==> config.mk <==
export PLATFORM = sky130hd
export DESIGN_NAME = imem_uart_loader
export DESIGN_NICKNAME = d
export VERILOG_FILES = /design/src/rtl/imem_uart_loader.sv
export SDC_FILE = /design/constraint.sdc
export NUM_CORES = 1
export LEC_CHECK = 0
export CORE_ASPECT_RATIO = 1.1
export CORE_MARGIN = 1.5
export CORE_UTILIZATION = 68
export DETAILED_ROUTE_END_ITERATION = 10
export DONT_BUFFER_PORTS = 1
export PLACE_DENSITY = 0.84
export SLEW_MARGIN = 20
export SYNTH_ARGS = -nofsm -noshare
export SYNTH_HDL_FRONTEND = slang
export SYNTH_SLANG_ARGS = --single-unit
==> constraint.sdc <==
create_clock -name clk -period 8 [get_ports clk]
set_input_delay 1.2 -clock clk [delete_from_list [all_inputs] [get_ports clk]]
set_output_delay 1.2 -clock clk [all_outputs]
set_load 0.05 [all_outputs]
==> src/rtl/imem_uart_loader.sv <==
`timescale 1ns/1ps
// imem_uart_loader
//   Serial boot loader for the core's instruction memory. Receives a framed
//   image over an 8N1 UART line and writes 32-bit words into imem. The core
//   is held in reset until the full image has been written and its XOR
//   checksum has matched.
//
//   Frame: A5, count_lo, count_hi, N*4 data bytes (little-endian words),
//          checksum byte (XOR of all data bytes).
//
// Ports:
//   clk        system clock
//   reset      asynchronous, active-high reset
//   uart_rx    serial line (idle high), asynchronous to clk
//   load_req   one-cycle pulse; restarts loading from DONE or ERR
//   imem_we    one-cycle imem write strobe
//   imem_addr  word address of the current write
//   imem_wdata word being written
//   cpu_hold   1 = keep the core in reset
//   done       image loaded and verified
//   error      load failed
//   err_code   00 none, 01 framing, 10 count overflow, 11 checksum mismatch
module imem_uart_loader #(
  parameter int CLK_HZ     = 50000000,
  parameter int BAUD       = 115200,
  parameter int ADDR_WIDTH = 10,
  parameter int DATA_WIDTH = 32
) (
  input  logic                  clk,
  input  logic                  reset,
  input  logic                  uart_rx,
  input  logic                  load_req,
  output logic                  imem_we,
  output logic [ADDR_WIDTH-1:0] imem_addr,
  output logic [DATA_WIDTH-1:0] imem_wdata,
  output logic                  cpu_hold,
  output logic                  done,
  output logic                  error,
  output logic [1:0]            err_code
);

  localparam int DIV  = CLK_HZ / BAUD;
  localparam int HALF = DIV / 2;
  localparam int CW   = $clog2(DIV + 1);
  localparam logic [16:0] MAX_WORDS = 17'(2 ** ADDR_WIDTH);
  localparam logic [7:0]  SYNC_BYTE = 8'hA5;

  // ---------------------------------------------------------------- RX
  typedef enum logic [1:0] {RX_IDLE, RX_START, RX_DATA, RX_STOP} rx_state_t;

  rx_state_t       rx_state_reg, rx_state_next;
  logic            rx_meta_reg, rx_sync_reg, rx_prev_reg;
  logic [CW-1:0]   cnt_reg, cnt_next;
  logic [2:0]      bit_idx_reg, bit_idx_next;
  logic [7:0]      shift_reg, shift_next;
  logic            byte_valid_reg, byte_valid_next;
  logic            frame_err_reg, frame_err_next;
  logic [7:0]      rx_byte;

  assign rx_byte = shift_reg;

  always_ff @(posedge clk or posedge reset) begin
    if (reset) begin
      rx_meta_reg    <= 1'b1;
      rx_sync_reg    <= 1'b1;
      rx_prev_reg    <= 1'b1;
      rx_state_reg   <= RX_IDLE;
      cnt_reg        <= '0;
      bit_idx_reg    <= '0;
      shift_reg      <= '0;
      byte_valid_reg <= 1'b0;
      frame_err_reg  <= 1'b0;
    end else begin
      rx_meta_reg    <= uart_rx;
      rx_sync_reg    <= rx_meta_reg;
      rx_prev_reg    <= rx_sync_reg;
      rx_state_reg   <= rx_state_next;
      cnt_reg        <= cnt_next;
      bit_idx_reg    <= bit_idx_next;
      shift_reg      <= shift_next;
      byte_valid_reg <= byte_valid_next;
      frame_err_reg  <= frame_err_next;
    end
  end

  always_comb begin
    rx_state_next   = rx_state_reg;
    cnt_next        = cnt_reg;
    bit_idx_next    = bit_idx_reg;
    shift_next      = shift_reg;
    byte_valid_next = 1'b0;
    frame_err_next  = 1'b0;
    case (rx_state_reg)
      RX_IDLE: begin
        if (rx_prev_reg && !rx_sync_reg) begin
          rx_state_next = RX_START;
          cnt_next      = CW'(HALF - 1);
        end
      end
      RX_START: begin
        if (cnt_reg == '0) begin
          // Line back high at mid start bit: a glitch, not a start bit.
          if (rx_sync_reg) begin
            rx_state_next = RX_IDLE;
          end else begin
            rx_state_next = RX_DATA;
            cnt_next      = CW'(DIV - 1);
            bit_idx_next  = '0;
          end
        end else begin
          cnt_next = cnt_reg - 1'b1;
        end
      end
      RX_DATA: begin
        if (cnt_reg == '0) begin
          shift_next = {rx_sync_reg, shift_reg[7:1]};
          cnt_next   = CW'(DIV - 1);
          if (bit_idx_reg == 3'd7) rx_state_next = RX_STOP;
          else                     bit_idx_next  = bit_idx_reg + 3'd1;
        end else begin
          cnt_next = cnt_reg - 1'b1;
        end
      end
      RX_STOP: begin
        if (cnt_reg == '0) begin
          if (rx_sync_reg) byte_valid_next = 1'b1;
          else             frame_err_next  = 1'b1;
          rx_state_next = RX_IDLE;
        end else begin
          cnt_next = cnt_reg - 1'b1;
        end
      end
      default: rx_state_next = RX_IDLE;
    endcase
  end

  // ------------------------------------------------------------ loader
  typedef enum logic [2:0] {SYNC, CNT_LO, CNT_HI, DATA, CSUM, DONE, ERR} state_t;

  state_t                state_reg, state_next;
  logic [15:0]           count_reg, count_next;
  logic [ADDR_WIDTH-1:0] word_idx_reg, word_idx_next;
  logic [1:0]            lane_reg, lane_next;
  logic [23:0]           bytes_reg, bytes_next;
  logic [7:0]            acc_reg, acc_next;
  logic                  we_reg, we_next;
  logic [ADDR_WIDTH-1:0] addr_reg, addr_next;
  logic [DATA_WIDTH-1:0] wdata_reg, wdata_next;
  logic [1:0]            err_code_reg, err_code_next;

  always_ff @(posedge clk or posedge reset) begin
    if (reset) begin
      state_reg    <= SYNC;
      count_reg    <= '0;
      word_idx_reg <= '0;
      lane_reg     <= '0;
      bytes_reg    <= '0;
      acc_reg      <= '0;
      we_reg       <= 1'b0;
      addr_reg     <= '0;
      wdata_reg    <= '0;
      err_code_reg <= 2'b00;
    end else begin
      state_reg    <= state_next;
      count_reg    <= count_next;
      word_idx_reg <= word_idx_next;
      lane_reg     <= lane_next;
      bytes_reg    <= bytes_next;
      acc_reg      <= acc_next;
      we_reg       <= we_next;
      addr_reg     <= addr_next;
      wdata_reg    <= wdata_next;
      err_code_reg <= err_code_next;
    end
  end

  always_comb begin
    state_next    = state_reg;
    count_next    = count_reg;
    word_idx_next = word_idx_reg;
    lane_next     = lane_reg;
    bytes_next    = bytes_reg;
    acc_next      = acc_reg;
    we_next       = 1'b0;
    addr_next     = addr_reg;
    wdata_next    = wdata_reg;
    err_code_next = err_code_reg;
    case (state_reg)
      SYNC: begin
        if (byte_valid_reg && rx_byte == SYNC_BYTE) state_next = CNT_LO;
      end
      CNT_LO: begin
        if (frame_err_reg) begin
          state_next    = ERR;
          err_code_next = 2'b01;
        end else if (byte_valid_reg) begin
          count_next[7:0] = rx_byte;
          state_next      = CNT_HI;
        end
      end
      CNT_HI: begin
        if (frame_err_reg) begin
          state_next    = ERR;
          err_code_next = 2'b01;
        end else if (byte_valid_reg) begin
          count_next    = {rx_byte, count_reg[7:0]};
          acc_next      = '0;  // also cleared for N=0 so the checksum is 00
          word_idx_next = '0;
          lane_next     = '0;
          if ({1'b0, count_next} > MAX_WORDS) begin
            state_next    = ERR;
            err_code_next = 2'b10;
          end else if (count_next == 16'd0) begin
            state_next = CSUM;
          end else begin
            state_next = DATA;
          end
        end
      end
      DATA: begin
        // The write strobe cycle is spent in DATA; the index advances (or
        // the FSM leaves for CSUM after the last word) once it has issued.
        if (we_reg) begin
          if (16'(word_idx_reg) == count_reg - 16'd1) state_next    = CSUM;
          else                                        word_idx_next = word_idx_reg + 1'b1;
        end else if (frame_err_reg) begin
          state_next    = ERR;
          err_code_next = 2'b01;
        end else if (byte_valid_reg) begin
          acc_next = acc_reg ^ rx_byte;
          if (lane_reg == 2'd3) begin
            we_next    = 1'b1;
            addr_next  = word_idx_reg;
            wdata_next = {rx_byte, bytes_reg};
            lane_next  = 2'd0;
          end else begin
            bytes_next = {rx_byte, bytes_reg[23:8]};
            lane_next  = lane_reg + 2'd1;
          end
        end
      end
      CSUM: begin
        if (frame_err_reg) begin
          state_next    = ERR;
          err_code_next = 2'b01;
        end else if (byte_valid_reg) begin
          if (rx_byte == acc_reg) begin
            state_next = DONE;
          end else begin
            state_next    = ERR;
            err_code_next = 2'b11;
          end
        end
      end
      DONE, ERR: begin
        if (load_req) begin
          state_next    = SYNC;
          err_code_next = 2'b00;
        end
      end
      default: state_next = SYNC;
    endcase
  end

  assign imem_we    = we_reg;
  assign imem_addr  = addr_reg;
  assign imem_wdata = wdata_reg;
  assign done       = (state_reg == DONE);
  assign error      = (state_reg == ERR);
  assign cpu_hold   = (state_reg != DONE);
  assign err_code   = err_code_reg;

endmodule

==> results.ini <==
[synthesis]
synth_top_area_share_pct=51.42
syn_area_per_cell_um2=10.94
synth_seq_area_share_pct=52.65
synth-async-reset-ratio_pct=100.0
syn-num-nets=603
synth.area.top_cells=dfrtp_1 51%, mux2_2 14%, nand2_1 3.2%
yosys_most_used_dff=dfrtp_1
synthCells=587
ys_ff_latch=135
netlist_area_mm2=0.006424
netlist_top_cells_count=132 x dfrtp_1, 79 x mux2_2, 54 x nand2_1
synth_edf_count=0
synth_warnings=0
yosysTopAreaCell=dfrtp_1
ys_types=58
synth.most_common_cell=dfrtp_1

[clock_network]
clockBufferDepth=2
clk_latency_ns=0.53
cts-resized-gates=0
cts_setup_buffers=0
clkTransAtPathRegs_ns=0.06
clkSinkCount=135
cts_tree=yes
clock-root-buffer=clkbuf_8
hold_buffers=0
cts_buffers=17
htree_levels=4

[critical_path]
crit_chain=nand2b_1, or2_2, inv_1
end_kind=output pin
crit_type=flop to output pin
cpPeakStageDelay_ns=0.64
critPathSlowestCell=dfrtp_1
startpoint_type=flop
worst_ep_arrival_time_ns=2.19
cp_top_family=flip-flops
required_ns=6.80
critPathMaxFanout=17
crit_buf_inv=1

[cells_and_area]
area_growth_pct=9.564
final_layout_size_suffix_gt1_share_pct=21.19
post-route-cell-area_mm2=0.007038
fillers=594
area.sequential_mm2=0.003382
diodes=0
final_nets=593
largest_register_ffs=32
multi_input_area_mm2=0.002839

[die]
io_pins=52
die_y_um=104.9
rows=37
core_area_mm2=0.009259
die_w_um=95.67
initial_utilization_pct=69.38
die_area_mm2=0.01004

[sta]
tightest_slew_ns=0.9159
setup_violations=0
period_needed_ns=3.386
fmax_ghz=0.2953
fin_ws_ns=4.614
fin_worst_skew_ns=0.006634
setup-tns-final_ns=0
finalHoldViolCount=0
post-route-period-util_pct=42.33
rsz0062_at_grt=no
max-slew-margin-rel_pct=38.53
maxSlewViolCount=0

[placement]
dp_slack_ns=4.942
placed_area_mm2=0.006464
dp_hpwl_um=8543
io_buffers=0
place_congestion=0.8886

[global_route]
grt.overflow.total=0
grt_max_degree=71
grt_usage_pct=29.39
grt_pass1_vias=4710
grt_pass1_wl_um=22580
antenna_found_initial=0

[route]
drt_pass1_iterations=5
drt_wl_total_um=13430
drt_iter0_drc=290
drc=0
post_drt_wl_per_cell_um=19.00
antenna_left=0
via_count=4492
drt-vias-per-instance=6.354

[pwr]
power_density_mw_per_mm2=268.3
power.total_w=0.001888
vdd_ir_drop_max_mv=0.2250
leakagePower_nw=3.368

[job]
cap_viol_max_count=0

[min_path]
hp-class=flop to flop

[status]
outcome=finished clean

kinds of logic after synthesis:
logic type | synth area share (%)
and+or+nand+nor | 14.47
DFF | 52.65
AOI/OAI and AO/OA | 10.01
muxes | 14.67
buffers and inverters | 3.389
xor gates and xnor gates | 2.318
adders and majority gates | 2.493
worst paths after layout:
kind,start,end,slack [ns],cells past startpoint
max in group asynchronous,reset,imem_wdata[16]$_DFFE_PP0P_,6.13,2
min reg2reg,rx_meta_reg$_DFF_PP1_,rx_sync_reg$_DFF_PP1_,0.36,0
min in group asynchronous,reset,cnt_reg[4]$_DFFE_PP0P_,0.60,1
max,state_reg[0]$_DFFE_PP0P_,done,4.61,3
max reg2reg,cnt_reg[0]$_DFFE_PP0P_,cnt_reg[8]$_DFFE_PP0P_,4.99,8
min,rx_meta_reg$_DFF_PP1_,rx_sync_reg$_DFF_PP1_,0.36,0
layer usage:
metal  up-vias  share of wire, %  global-route usage, %
li1       2055                 -                      -
met1      2264                41                  36.58
met2       138                52                  47.33
met3        35               4.6                  7.132
met4         0               2.8                  14.50
met5         -                 0                      0
power breakdown:
part | total (W) | switching, W | internal, W
logic | 0.000355 | 0.000216 | 0.000139
registers | 0.000800 | 0.0000741 | 0.000726
clock network | 0.000733 | 0.000301 | 0.000432
layout by cell type, fill, tap and decap left out, types with 3 or more instances in the layout:
cell        count
clkbuf_8        3
mux2i_1         3
or3_1          13
clkbuf_16      16
nand2b_1       15
dfrtp_1       132
mux2_2         79
o21ai_1        12
nor4_1          4
a21oi_1        18
o21ai_0        35
dfstp_2         3
nor3_1         14
clkinv_4        4
o211ai_1        3
o22a_1          4
nor2_1         36
o31ai_1         7
clkinvlp_4      3
inv_6           4
nand3_1        13
nand4_1         5
nor2b_1         4
inv_1          22
xnor2_1        15
and3_1          4
ha_1           12
or4_1           6
a22o_1          3
nand2_1        53
metrics by stage:
stage / utilization [%] / hold WS [ns] / instances
after floorplan: - / 0.3452 / 587
after global placement: 69.81 / 0.3478 / 675
after detailed placement: 69.81 / 0.3468 / 675
after CTS: 75.91 / 0.3560 / 707
after global routing: 76.01 / 0.3590 / 707
final: 76.01 / 0.3561 / 707
worst register-to-register path, delay by kind of cell, from the launching register on:
| kind | cells | cell delay (ns) |
|---|---|---|
| AOI/OAI and AO/OA | 2 | 1.03 |
| DFF | 1 | 0.39 |
| adders and majority gates | 1 | 0.18 |
| and+or+nand+nor | 4 | 1.23 |
| buffers and inverters | 1 | 0.08 |
layout make-up:
type | instances | area share (%)
clock buffer | 20 | 6.329
clock inverter | 12 | 1.689
inverter | 23 | 1.298
multi-input combinational | 398 | 40.34
sequential | 135 | 48.05
tap | 117 | 2.080
timing repair buffer | 2 | 0.2133
(Power assumes the default switching activity.)
==> RTL change, RTL diff (same settings) <==
Re-encode `state_t` (7 states) as one-hot, 7 bits wide.
--- a/src/rtl/imem_uart_loader.sv
+++ b/src/rtl/imem_uart_loader.sv
@@ -135,7 +135,7 @@
   end
 
   // ------------------------------------------------------------ loader
-  typedef enum logic [2:0] {SYNC, CNT_LO, CNT_HI, DATA, CSUM, DONE, ERR} state_t;
+  typedef enum logic [6:0] {SYNC = 7'b0000001, CNT_LO = 7'b0000010, CNT_HI = 7'b0000100, DATA = 7'b0001000, CSUM = 7'b0010000, DONE = 7'b0100000, ERR = 7'b1000000} state_t;
 
   state_t                state_reg, state_next;
   logic [15:0]           count_reg, count_next;
Formal check against the unedited RTL: same outputs for any inputs over 4 cycles, from zero or initial values and one cycle with reset high; so few cycles prove little.
==> RTL change against the unedited design <==
  * Sequential share of layout area down 0.31 points
  * Final area up 3.7%
  * Critical path type unchanged
  * Sequential cell count up 4
  * Global-route usage down 1.1 points
  * Register-to-register slack better by 0.07 ns
  * Largest power group unchanged
  * Routed wire length down 0.11%
  * Highest routed layer unchanged
  * Worst setup slack worse by 0.0073 ns
  * Power down 8.6%
  * Area after synthesis up 4.1%
==> RTL change: results (changes against the unedited design) <==
outcome: "finished clean"  # unchanged
fillers: 580  # was 594
synth_area_leaders: "dfrtp_1, mux2_2, nand2_1"  # unchanged
clock_path_buffers: 2  # unchanged
crit_path_start: "state_reg[4]"  # was state_reg[0]
slowest_stage: "or2_2"  # was dfrtp_1
nMultiInputCombCells: 405  # was 398
dr_total_vias: 4606  # was 4,492
gp_congestion: 0.915  # was 0.889
relSlewSlack_pct: 40.1  # was 38.5%
layout_setup_ws_ns: 4.61  # about the same
syn_nets: 610  # was 603
reg2reg_to: "state_reg[3]"  # was cnt_reg[8]
place_area_sq_um: 6720  # was 6460 sq um
grt_use_total_pct: 28.3  # was 29.4%
grt_pass1_vias: 4798  # was 4,710
ir_worst_vdd_v: 0.000253  # was 0.000225 V
regArea_sq_um: 3480  # was 3380 sq um
seq_area_frac_synth_pct: 52.1  # was 52.6%
path_max_fanout: 4  # was 17
dpl.cell_count: 686  # was 675
vias_per_cell: 6.42  # was 6.35
reg2reg_from: "count_reg[0]"  # was cnt_reg[0]
cp_top_family: "simple AND/OR/NAND/NOR gates"  # was flip-flops
clkPwrFrac_pct: 43.5  # was 38.8%
bufAreaShareNonClock_pct: 0.257  # was 0.213%
grt_pass1_wl_microns: 22900  # was 22,600 microns
syn-instance-count: 594  # was 587
nNetsFinal: 604  # was 593
grt_max_degree: 86  # was 71
p_sw_share_pct: 28.4  # was 31.3%
clkSlewWorstSetupHoldPaths_ns: 0.06  # about the same
drive_gt1_share_pct: 22.6  # was 21.2%
drt_iter0_markers: 227  # was 290
p_leak_nw: 3.59  # was 3.37 nW
r2r_cells: 9  # was 8
powerDensity_nw_per_um2: 237  # was 268 nW/um^2
synth_cell_types: 66  # was 58
clock_buffers: 17  # was 20
hpwl_microns: 8590  # was 8540 microns
pre_cts_ws_ns: 4.96  # was 4.94 ns
fin_hold_ws_ns: 0.370  # was 0.356 ns
dr.pass1.iters: 7  # was 5
seq_area_share_pct: 47.7  # was 48.1%
reg2reg_slack_ns: 5.06  # was 4.99 ns
synth_common_cells: "dfrtp_1, mux2_2, nand2_1, o21ai_0, nor2_1"  # was dfrtp_1, mux2_2, nand2_1, nor2_1, o21ai_0
cp_slowest_stage_delay_ns: 0.45  # was 0.64 ns
clk_share_pct: 7.75  # was 8.02%
synth_seq_cells: 139  # was 135
drt-wirelength-per-cell_microns: 18.7  # was 19.0 microns
port_buffers: 0  # unchanged
p_seq_w: 0.000764  # was 0.000800 W
finClkSkew_ns: 0.00922  # was 0.00663 ns
## RTL change: per-layer routing
metal | global-route usage, % | share of wire, % | vias to the layer above
met2 | 45.6 | 50 | 140
met5 | 0 | 0 | -
met3 | 8.21 | 4.5 | 41
met1 | 34.3 | 42 | 2318
met4 | 15.7 | 3.2 | 0
li1 | - | - | 2107
## RTL change: cell families after synthesis
kind of cell             count (synthesis)  share of synthesized area (%)
flip-flops                             139                           52.1
multiplexers                            83                           13.9
AO/OA/AOI/OAI                          106                           10.7
XOR/XNOR                                22                           2.88
AND/OR/NAND/NOR                        182                           14.8
adder cells (fa/ha/maj)                 12                           2.25
buffers and inverters                   50                           3.39
## RTL change: worst register-to-register path: cells and delay by family (launching register included)
| kind | cells | cell delay [ns] |
|---|---|---|
| AOI/OAI and AO/OA | 2 | 0.53 |
| adders and majority gates | 1 | 0.24 |
| buffers and inverters | 1 | 0.12 |
| DFF | 1 | 0.42 |
| and+or+nand+nor | 5 | 1.54 |
